===== src/rtl/cordic_pkg.sv =====
// cordic_pkg: shared types and helpers for the CORDIC frequency demodulator
package cordic_pkg;
  localparam int FREQ_BITS = 16;
  localparam int MAG_BITS = 12;
  typedef enum logic {S_EMPTY, S_RUN} state_t;
  typedef struct packed {
    logic [FREQ_BITS-1:0] freq;
    logic [MAG_BITS-1:0]  mag;
    logic                 squelch;
  } fifo_entry_t;
  function automatic int log2_decim(input int d);
    int r;
    r = 0;
    for (int i = 0; i < 31; i++) if ((1 << i) < d) r = i + 1;
    return r;
  endfunction
endpackage


===== src/rtl/cordic_sync_fifo.sv =====
// cordic_sync_fifo: synchronous FIFO; a push onto a full FIFO lands only if a pop frees a slot that cycle
module cordic_sync_fifo #(
  parameter int WIDTH = 29,
  parameter int DEPTH = 4
) (
  input  logic             clk,
  input  logic             RST_n,
  input  logic             clear,
  input  logic             push,
  input  logic             pop,
  input  logic [WIDTH-1:0] din,
  output logic [WIDTH-1:0] dout,
  output logic             full,
  output logic             empty
);
  localparam int AW = $clog2(DEPTH);
  logic [WIDTH-1:0] mem [DEPTH];
  logic [AW:0] wr, rd;
  logic do_pop, do_push;
  assign empty = wr == rd;
  assign full = (wr ^ rd) == {1'b1, {AW{1'b0}}};
  assign do_pop = pop && !empty;
  assign do_push = push && (!full || do_pop);
  assign dout = empty ? '0 : mem[rd[AW-1:0]];
  always_ff @(posedge clk or negedge RST_n) begin
    if (!RST_n) begin
      wr <= '0;
      rd <= '0;
    end else if (clear) begin
      wr <= '0;
      rd <= '0;
    end else begin
      if (do_push) wr <= wr + (AW+1)'(1);
      if (do_pop) rd <= rd + (AW+1)'(1);
    end
  end
  always_ff @(posedge clk) begin
    if (do_push && !clear) mem[wr[AW-1:0]] <= din;
  end
endmodule


===== src/rtl/cordic_freq_demod.sv =====
// cordic_freq_demod: phase differentiator with accumulate-and-dump averaging, squelch and output FIFO
module cordic_freq_demod
  import cordic_pkg::*;
#(
  parameter int PH_BITS    = 32,
  parameter int XY_BITS    = MAG_BITS,
  parameter int OUT_BITS   = FREQ_BITS,
  parameter int DECIM      = 8,
  parameter int FIFO_DEPTH = 4,
  parameter int SQL_LEVEL  = 64
) (
  input  logic                clk,
  input  logic                RST_n,
  input  logic                clear,
  input  logic                valid_in,
  input  logic [PH_BITS-1:0]  phase_in,
  input  logic [XY_BITS-1:0]  mag_in,
  output logic [OUT_BITS-1:0] freq_o,
  output logic [XY_BITS-1:0]  mag_o,
  output logic                squelch_o,
  output logic                valid_o,
  input  logic                ready_i,
  output logic                overrun_o
);
  localparam int LOG2_DECIM = log2_decim(DECIM);
  localparam int CW = LOG2_DECIM > 0 ? LOG2_DECIM : 1;
  localparam int AW = PH_BITS + LOG2_DECIM;
  localparam int EW = $bits(fifo_entry_t);
  state_t state;
  logic [PH_BITS-1:0] prev_ph;
  logic signed [PH_BITS-1:0] diff;
  logic signed [AW-1:0] acc, sum;
  logic [CW-1:0] cnt;
  logic [OUT_BITS-1:0] result;
  logic low_seen, low, dump, sq, res_vld, overrun, full, empty;
  fifo_entry_t res_q, head;
  logic [EW-1:0] dout;
  assign diff = phase_in - prev_ph;
  assign sum = acc + AW'(diff);
  // (sum >>> LOG2_DECIM)[PH_BITS-1 -: OUT_BITS] is just the top OUT_BITS of sum
  assign result = sum[AW-1 -: OUT_BITS];
  assign low = mag_in < XY_BITS'(SQL_LEVEL);
  assign sq = low_seen || low;
  assign dump = state == S_RUN && cnt == CW'(DECIM - 1);
  always_ff @(posedge clk or negedge RST_n) begin
    if (!RST_n) begin
      state <= S_EMPTY;
      prev_ph <= '0;
      acc <= '0;
      cnt <= '0;
      low_seen <= 1'b0;
      res_vld <= 1'b0;
      res_q <= '0;
      overrun <= 1'b0;
    end else if (clear) begin
      state <= S_EMPTY;
      prev_ph <= '0;
      acc <= '0;
      cnt <= '0;
      low_seen <= 1'b0;
      res_vld <= 1'b0;
      overrun <= 1'b0;
    end else begin
      res_vld <= 1'b0;
      if (res_vld && full && !(valid_o && ready_i)) overrun <= 1'b1;
      if (valid_in) begin
        prev_ph <= phase_in;
        if (state == S_EMPTY) begin
          state <= S_RUN;
          low_seen <= sq;
        end else if (dump) begin
          acc <= '0;
          cnt <= '0;
          low_seen <= 1'b0;
          res_vld <= 1'b1;
          res_q <= '{freq: sq ? '0 : FREQ_BITS'(result), mag: MAG_BITS'(mag_in), squelch: sq};
        end else begin
          acc <= sum;
          cnt <= cnt + CW'(1);
          low_seen <= sq;
        end
      end
    end
  end
  cordic_sync_fifo #(.WIDTH(EW), .DEPTH(FIFO_DEPTH)) u_fifo (
    .clk(clk),
    .RST_n(RST_n),
    .clear(clear),
    .push(res_vld),
    .pop(valid_o && ready_i),
    .din(res_q),
    .dout(dout),
    .full(full),
    .empty(empty)
  );
  assign head = dout;
  assign freq_o = OUT_BITS'(head.freq);
  assign mag_o = XY_BITS'(head.mag);
  assign squelch_o = head.squelch;
  assign valid_o = !empty;
  assign overrun_o = overrun;
endmodule


===== config.mk =====
export PLATFORM = sky130hd
export DESIGN_NAME = cordic_freq_demod
export DESIGN_NICKNAME = d
export VERILOG_FILES = /design/src/rtl/cordic_pkg.sv /design/src/rtl/cordic_sync_fifo.sv /design/src/rtl/cordic_freq_demod.sv
export SDC_FILE = /design/constraint.sdc
export NUM_CORES = 1
export LEC_CHECK = 0
export CAP_MARGIN = 40
export CORE_ASPECT_RATIO = 0.7
export CORE_UTILIZATION = 64
export DETAILED_ROUTE_END_ITERATION = 10
export GPL_TIMING_DRIVEN = 0
export PLACE_DENSITY = 0.86
export SYNTH_ARGS = -nofsm -noshare
export SYNTH_HDL_FRONTEND = slang
export SYNTH_SLANG_ARGS = --single-unit

===== constraint.sdc =====
create_clock -name clk -period 11 [get_ports clk]
set_input_delay 2.75 -clock clk [delete_from_list [all_inputs] [get_ports clk]]
set_output_delay 2.75 -clock clk [all_outputs]
set_load 0.05 [all_outputs]

==> metrics.txt <==
ys flop type=edfxtp_1; final hold slack=0.491 ns; # hold bufs at CTS=0; number of flops mapped to enable cells by yosys=116; CTS Sinks=225; first-pass GRT wire length=45.1 mm; most frequent cells after synthesis=116 x edfxtp_1, 109 x dfrtp_1, 90 x nand2_1; post-synthesis cell count=1050; Setup crit start kind=primary input; Placeable Area=0.0182 mm²; Tightest Pin Transition=0.850 ns; Rel. slew slack=0.433; Clock Latency Late Sink=0.51 ns; # port buffers=78; Setup Crit Path Kind=primary input to flop; routed vias/inst=6.21; Crit path largest cell delay=0.58 ns; P&R area growth vs syn=16.3%; initial antenna violation count=0; FMAX=124 MHz; total wire length after detailed routing=28.2 mm; Reg clk slew, reported paths=0.06 ns; Area after DPL=0.0132 mm²; period utilisation layout=0.736; vias in the first global route=8575; largest net degree at the start of global routing=90; Final setup viols=0; CTS Buf Count=22; buffer count from post-CTS setup fixing=0; drt pass-1 iters=8; Synth Warn #=0; Max stage delay cell, worst path=a2111oi_0; Final Max Slew Viols=0; width of the die=166 µm; Sw Share=0.280; Max H-tree Level=1; critical path cell sequence=clkdlybuf4s50_1 -> inv_1 -> ha_1 -> fa_1 -> nor2b_1 -> o2111ai_1 -> a21oi_1 -> o211ai_1 -> a21boi_1 -> a21boi_0 -> o21bai_1 -> a21oi_1 -> xnor2_1 -> ha_1 -> nand2_1 -> o22ai_1 -> a2111oi_0 -> nor3_1 -> a211oi_1 -> o21ai_0 -> a211oi_1 -> xnor2_2 -> xnor2_1 -> o21ai_1; Tmin final=8.10 ns; P_sw=0.604 mW; Detail Placement HPWL=19.4 mm; count leader, synth=edfxtp_1; max cap viols=0; Die Y-Extent=117 µm; top-area cell type share of the netlist area=0.289; Bufs and invs on worst path=2; total track usage=0.300; # IOs=80; syn nets=1174; full die area=0.0194 mm²; Bufs on Longest Clock Path=3; clock share of power=0.373; Final Skew=0.0181 ns; ys async rst share=0.484; number of synthesized register bits=225; starting DRC count in detailed routing=896; gr ovfl total=0; unique cell type count in the Yosys netlist=62; final RePlAce weighted congestion=0.957; Critical Path AT=8.47 ns; failing checks=DRC; Seq/Total Area, Yosys=0.515; outcome=complete, but fails checks; DR vias=8783; Area contributors post-synth=edfxtp_1 29%, dfrtp_1 23%, ha_1 7.6%; combinational power share=0.206; RSZ-0062 raised after global routing=no; cell leakage power=5.58 nW; wire per inst=20.0 µm; Final Cell Area=0.0140 mm²; Int Power=1.56 mW; top cell type by total area after synthesis=edfxtp_1; Crit Path Max Fanout=4; Final Hold Violating Endpoints=0; Reg power frac=0.421; Post-DRT Antenna Nets=0; CP required=11.37 ns; std cell rows=41; Post-route DRC=4; Resize count post-CTS=0; Peak VDD IR=131 µV; # diodes=0; CTS tree=done; crit end category=flop; Synth Area per Inst=11.5 µm²; Root Driver=clkbuf_16; P per Cell Area=154 mW/mm²; synthesized area=0.0121 mm²; Starting Density=0.662; Nets=1286; Hold Path Class=flop to flop; setup TNS=0 ns; Worst path top cell family by delay=compound AO/OA/AOI/OAI gates; share of layout cells above drive strength 1=0.0756
[placed cells by master, fill, tap and decap left out, types with 10 or more instances in the layout]
cell	count
a211oi_1	10
a21o_1	26
a21oi_1	53
a22o_1	24
clkbuf_1	34
clkbuf_16	23
clkdlybuf4s50_1	77
dfrtp_1	109
edfxtp_1	116
ha_1	73
inv_1	62
mux2i_1	35
mux4_2	29
nand2_1	90
nand2b_1	14
nand3_1	14
nor2_1	82
nor2b_1	33
o21a_1	15
o21ai_0	50
o21ai_1	10
xnor2_1	39
xor2_1	20
[state kept, by name (all words and copies together), names as in the netlist, 3 cells and up]
name        count
cnt             3
acc            35
u_fifo.rd       3
prev_ph        32
u_fifo.wr       3
u_fifo.mem    116
res_q          29
[worst register-to-register path: stages, from the launching register on]
cell       delay, ns
dfrtp_1         0.37
ha_1            0.22
fa_1            0.40
nor2b_1         0.20
o2111ai_1       0.19
a21oi_1         0.32
o211ai_1        0.21
a21boi_1        0.34
a21boi_0        0.25
o21bai_1        0.18
a21oi_1         0.10
xnor2_1         0.29
ha_1            0.35
nand2_1         0.10
o22ai_1         0.07
a2111oi_0       0.58
nor3_1          0.13
a211oi_1        0.22
o21ai_0         0.19
a211oi_1        0.37
xnor2_2         0.13
xnor2_1         0.26
o21ai_1         0.08
[power by group through the flow]
stage | clock (mW) | sequential [mW] | combinational (mW)
final | 0.805 | 0.911 | 0.445
after global placement | 0 | 0.927 | 0.412
after floorplan | 0 | 0.924 | 0.315
after global routing | 0.841 | 0.913 | 0.486
after detailed placement | 0 | 0.927 | 0.427
after CTS | 0.810 | 0.911 | 0.435
[worst paths after layout]
path | start | end | slack (ns) | cells after the start
max in group asynchronous | RST_n | res_q[25] | 8.16 | 2
min reg2reg | acc[4] | acc[4] | 0.49 | 2
min in group asynchronous | RST_n | prev_ph[15] | 2.08 | 1
max | phase_in[0] | res_q[28] | 2.90 | 24
max reg2reg | prev_ph[0] | res_q[28] | 5.31 | 22
min | acc[4] | acc[4] | 0.49 | 2
[metal layers]
layer	wire, µm	up-vias	track usage	part of all wire
met5	0	-	0	0
met4	550	0	0.0816	0.019
met3	2290	52	0.0538	0.081
met2	12800	419	0.481	0.45
met1	12600	4273	0.429	0.45
li1	-	4039	-	-
[cell type report]
type	instances	area [µm²]
Clock inverter	12	169
Timing Repair Buffer	88	895
Tap cell	236	295
Fill cell	1124	4190
Multi-Input combinational cell	727	5490
Sequential cell	225	6210
Buffer	36	135
Inverter	62	233
Clock buffer	28	594
[cell families (layout without fill, tap and decap cells)]
family                     after synthesis  in the layout  share of synthesized area
xor gates and xnor gates                61             61                     0.0455
adders and majority gates               75             75                     0.0791
and+or+nand+nor                        281            281                      0.110
DFF                                    225            225                      0.515
buffers and inverters                   98            226                     0.0305
muxes                                   64             64                     0.0832
AOI/OAI and AO/OA                      246            246                      0.136
[stage by stage]
stage / cells / utilization / setup WS, ns / power, mW
floorplan: 1050 / - / 4.04 / 1.24
global placement: 1364 / 0.721 / 2.65 / 1.34
detailed placement: 1372 / 0.727 / 2.54 / 1.35
CTS: 1412 / 0.769 / 3.04 / 2.16
global route: 1414 / 0.770 / 2.49 / 2.24
finish: 1414 / 0.770 / 2.90 / 2.16
Note: power is estimated with default switching activity, not from simulation.
